--- src/rtl/mac_accumulator_8bit.sv ---
// Multiply-accumulate stage: streams 8x8 products into a dot-product sum.
// Define MAC_SAT_EN to saturate on overflow; otherwise the accumulator wraps.

module wallace_multiplier_8bit_by_8bit (
    input  logic [7:0]  a,
    input  logic [7:0]  b,
    output logic [15:0] p
);

    logic [15:0] pp [8];
    logic [15:0] s0, c0, s1, c1, s2, c2;
    logic [15:0] s3, c3, s4, c4, s5, c5;

    // 3:2 compressor over whole rows; carries move one column left
    function automatic logic [31:0] csa(
        input logic [15:0] x,
        input logic [15:0] y,
        input logic [15:0] z
    );
        logic [15:0] s;
        logic [15:0] c;
        s = x ^ y ^ z;
        c = ((x & y) | (x & z) | (y & z)) << 1;
        return {c, s};
    endfunction

    always_comb begin
        for (int i = 0; i < 8; i++) begin
            pp[i] = {8'd0, a & {8{b[i]}}} << i;
        end
        {c0, s0} = csa(pp[0], pp[1], pp[2]);
        {c1, s1} = csa(pp[3], pp[4], pp[5]);
        {c2, s2} = csa(s0, c0, s1);
        {c3, s3} = csa(c1, pp[6], pp[7]);
        {c4, s4} = csa(s2, c2, s3);
        {c5, s5} = csa(s4, c4, c3);
        p = s5 + c5;
    end

endmodule

module mac_accumulator_8bit #(
    parameter int ACC_W     = 24,
    parameter int MAX_TERMS = 255,
    parameter int CNT_W     = $clog2(MAX_TERMS + 1)
) (
    input  logic             clk,
    input  logic             rst,
    input  logic             in_valid,
    output logic             in_ready,
    input  logic [7:0]       in_a,
    input  logic [7:0]       in_b,
    input  logic             in_last,
    output logic             out_valid,
    input  logic             out_ready,
    output logic [ACC_W-1:0] out_sum,
    output logic [CNT_W-1:0] out_count,
    output logic             out_ovf
);

    localparam logic [1:0] ACCUM = 2'd0;
    localparam logic [1:0] DRAIN = 2'd1;
    localparam logic [1:0] HOLD  = 2'd2;

    logic [1:0]       state;
    logic [15:0]      prod;
    logic [15:0]      p_reg;
    logic             p_vld;
    logic [ACC_W-1:0] acc;
    logic [CNT_W-1:0] cnt;
    logic             ovf;
    logic             accept;
    logic             close;
    logic [ACC_W:0]   sum_ext;
    logic             carry;
    logic [ACC_W-1:0] acc_next;

    wallace_multiplier_8bit_by_8bit mul (
        .a (in_a),
        .b (in_b),
        .p (prod)
    );

    assign in_ready  = (state == ACCUM);
    assign out_valid = (state == HOLD);
    assign out_sum   = acc;
    assign out_count = cnt;
    assign out_ovf   = ovf;

    assign accept = in_valid & in_ready;
    assign close  = accept & (in_last | ((int'(cnt) + 1) == MAX_TERMS));

    assign sum_ext = {1'b0, acc} + (ACC_W + 1)'(p_reg);
    assign carry   = sum_ext[ACC_W];

`ifdef MAC_SAT_EN
    // Once pinned at full scale every later add carries again, so it stays
    assign acc_next = carry ? {ACC_W{1'b1}} : sum_ext[ACC_W-1:0];
`else
    assign acc_next = sum_ext[ACC_W-1:0];
`endif

    always_ff @(posedge clk) begin
        if (rst) begin
            state <= ACCUM;
            p_reg <= '0;
            p_vld <= 1'b0;
            acc   <= '0;
            cnt   <= '0;
            ovf   <= 1'b0;
        end else begin
            if (p_vld) begin
                acc <= acc_next;
                if (carry) begin
                    ovf <= 1'b1;
                end
            end
            p_vld <= accept;
            if (accept) begin
                p_reg <= prod;
                cnt   <= cnt + CNT_W'(1);
            end
            case (state)
                ACCUM: begin
                    if (close) begin
                        state <= DRAIN;
                    end
                end
                DRAIN: state <= HOLD;
                HOLD: begin
                    if (out_ready) begin
                        state <= ACCUM;
                        acc   <= '0;
                        cnt   <= '0;
                        ovf   <= 1'b0;
                        p_vld <= 1'b0;
                    end
                end
                default: state <= ACCUM;
            endcase
        end
    end

endmodule

--- config.mk ---
export PLATFORM = sky130hd
export DESIGN_NAME = mac_accumulator_8bit
export DESIGN_NICKNAME = d
export VERILOG_FILES = /design/src/rtl/mac_accumulator_8bit.sv
export SDC_FILE = /design/constraint.sdc
export NUM_CORES = 1
export LEC_CHECK = 0
export ABC_CLOCK_PERIOD_IN_PS = 4600
export BUFFER_PORTS_ARGS = -buffer_cell sky130_fd_sc_hd__buf_4
export CORE_AREA = 2 2 103 105
export CTS_CLUSTER_SIZE = 28
export DETAILED_ROUTE_END_ITERATION = 6
export DIE_AREA = 0 0 105 107
export PLACE_DENSITY = 0.66
export SETUP_SLACK_MARGIN = 0.02
export SYNTH_ARGS = -nofsm -noshare
export SYNTH_HDL_FRONTEND = slang
export SYNTH_SLANG_ARGS = --single-unit
--- constraint.sdc ---
create_clock -name clk -period 4.6 [get_ports clk]
set_input_delay 0.92 -clock clk [delete_from_list [all_inputs] [get_ports clk]]
set_output_delay 0.92 -clock clk [all_outputs]
set_load 0.005 [all_outputs]
==> run summary <==
status: finished, final reports clean
htree depth: 2
fraction of registers with async set/reset: 0%
buffers added on ports: 55
setup bufs post-CTS: 0
first-pass GRT wire length: 16500 um
Yosys warnings: 0
Worst Setup EP: p_reg[12]$_SDFFE_PP0P_
most frequent CP cell: fa_1
NetSw: 0.676 mW
Worst-Skew Late Latency: 310 ps
pre-CTS setup slack: -246 ps
syn nets: 623
final antenna diode count: 0
# rows: 37
PnR Total Power: 1.74 mW
worst-path fanout max: 6
total number of vias: 3752
Fin. Hold Viols: 0
Worst path slowest cell: fa_1
Main synth FF type: dfxtp_1
Worst EP arrival: 4640 ps
layout cell share with drive strength beyond 1: 16.8%
R2R setup slack: 2100 ps
Clock Power Share: 14.7%
Starting Density: 44.4%
sequential power share: 31.1%
commonest non-fill, non-tap cell in the layout: buf_4
reg2reg start: out_sum[0]$_SDFF_PP0_
vias per inst: 5.14
Sw Share: 39.0%
GP Congestion: 0.808
Worst setup startpoint: in_b[3]
sequential share of the synthesized area: 23.2%
worst path cell trace: buf_4, and2_1, fa_1, inv_1, fa_1, fa_1, inv_1, fa_1, ha_4, inv_1, o21ba_2, o21ai_2, a21oi_2, and4_1, a311o_1
CP Capture Type: flop
CP required: 4800 ps
Internal Power: 1.06 mW
Setup Skew: 6.52 ps
Max stage delay on crit path: 550 ps
unrepaired setup endpoints after global routing: no
Peak Freq: 225 MHz
final setup vio count: 0
CTS buffer count: 5
DRC viols: 0
Post-Route Utilization: 53.0%
period utilisation layout: 96.6%
Avg Cell Area, Syn: 8.64 um2
Tmin final: 4440 ps
worst hold path type: flop to flop
final worst slack: 156 ps
number of synthesized flops with an enable pin: 0
initial antenna violation count: 0
detailed placement HPWL: 7790 um
max reg flops: 24
die width: 105 um
maximum vdd ir drop: 0.150 mV
CTS tree: yes
Max Cap Viol: 0
WL/cell: 12.9 um
Routed Wire Length: 9390 um
Worst-Margin Slew: 1020 ps
CTS max path bufs: 2
Setup CP Type: input pin to flop
Pleak: 2.39 nW
cell area after synthesis: 4480 um2
P&R area growth vs syn: 19.2%
Critical Path Source Type: input pin
Slew Limit Fails: 0
drt first pass iters: 4
synthesized flop and latch total: 52
Synth cell types: 48
Core ar.: 10100 um2
slew margin rel.: 31.8%
die footprint: 11200 um2
Comb pwr share: 54.1%
grt total ovfl: 0
synthesized instance count: 519
Antenna Nets Post-Route: 0
GRT Total Usage: 17.6%
hold buffers post-CTS: 0
CTS sink cnt: 52
pin count of the biggest net entering global routing: 30
I/O pin cnt: 56
vias in the first global route: 3675
Die Y: 107 um
R2R Path End: out_sum[22]$_SDFF_PP0_
clk slew on worst S/H paths: 90 ps
cts repair resizes: 0
P per Cell Area: 325 nW/um2
nets: 697
commonest non-fill, non-tap cells in the layout: 78 x buf_4, 75 x nand2_1, 52 x dfxtp_1
Root Driver: clkbuf_8
drt initial violations: 174
worst reg-to-reg path cell count: 9
[cell type report]
class                   count  area [um2]
fillers                   964        4750
clock buffers               7        76.3
multi-input cells         408        3280
flip-flops and latches     52        1040
repair buffers             78         586
inverters                  48         180
clock inverters             1        8.76
well taps                 136         170
[critical path, delay by kind of cell]
kind	cells	cell delay [ps]
adder cells (fa/ha/maj)	5	2360
AND/OR/NAND/NOR	2	370
buffers and inverters	4	270
AO/OA/AOI/OAI	4	740
[routing by layer]
layer	track usage [%]	share of wire, %
met1	23.0	47
met2	30.2	47
met3	2.25	3.4
met4	6.10	2.1
met5	0	0
[stage by stage]
| stage | std cells | instance area (um2) | setup TNS, ps | hold slack (ps) |
|---|---|---|---|---|
| floorplan | 519 | 4510 | 0 | 436 |
| global placement | 722 | 5220 | -725 | 446 |
| detailed placement | 722 | 5220 | -970 | 456 |
| CTS | 730 | 5300 | 0 | 469 |
| global route | 730 | 5350 | 0 | 497 |
| finish | 730 | 5350 | 0 | 463 |
[synthesized netlist by cell type (9+ instances only)]
| cell | number | area (um2) |
|---|---|---|
| mux2i_1 | 11 | 110 |
| xnor2_1 | 19 | 166 |
| ha_1 | 43 | 538 |
| nor2_1 | 36 | 135 |
| dfxtp_1 | 52 | 1040 |
| a21oi_1 | 38 | 190 |
| nand2_1 | 75 | 282 |
| o21ai_0 | 19 | 95.1 |
| fa_1 | 40 | 801 |
| inv_1 | 48 | 180 |
| and2_1 | 40 | 250 |
| nand3_1 | 9 | 45.0 |
| xor2_1 | 11 | 96.3 |
[cell families after synthesis]
logic type,after synthesis,synth area share (%)
DFF,52,23.2
AOI/OAI and AO/OA,95,13.1
and+or+nand+nor,189,20.3
buffers and inverters,59,5.19
muxes,11,2.46
xor gates and xnor gates,30,5.86
adders and majority gates,83,29.9
[power groups by stage]
stage | clock, mW | combinational [mW] | sequential [mW]
after CTS | 0.267 | 0.898 | 0.541
after global placement | 0 | 0.869 | 0.549
after floorplan | 0 | 0.659 | 0.539
final | 0.256 | 0.939 | 0.540
after detailed placement | 0 | 0.892 | 0.552
after global routing | 0.283 | 1.08 | 0.547
[worst min-delay path by stage]
stage                      startpoint                     end  depth (start not counted)
2_1_floorplan  p_reg[10]$_SDFFE_PP0P_  p_reg[10]$_SDFFE_PP0P_                          2
3_3_place_gp   p_reg[11]$_SDFFE_PP0P_  p_reg[11]$_SDFFE_PP0P_                          2
3_5_place_dp    p_reg[0]$_SDFFE_PP0P_   p_reg[0]$_SDFFE_PP0P_                          2
4_1_cts         p_reg[0]$_SDFFE_PP0P_   p_reg[0]$_SDFFE_PP0P_                          2
5_1_grt         p_reg[0]$_SDFFE_PP0P_   p_reg[0]$_SDFFE_PP0P_                          2
6_report        p_reg[0]$_SDFFE_PP0P_   p_reg[0]$_SDFFE_PP0P_                          2
No activity file was read; power rests on OpenSTA's default activity.
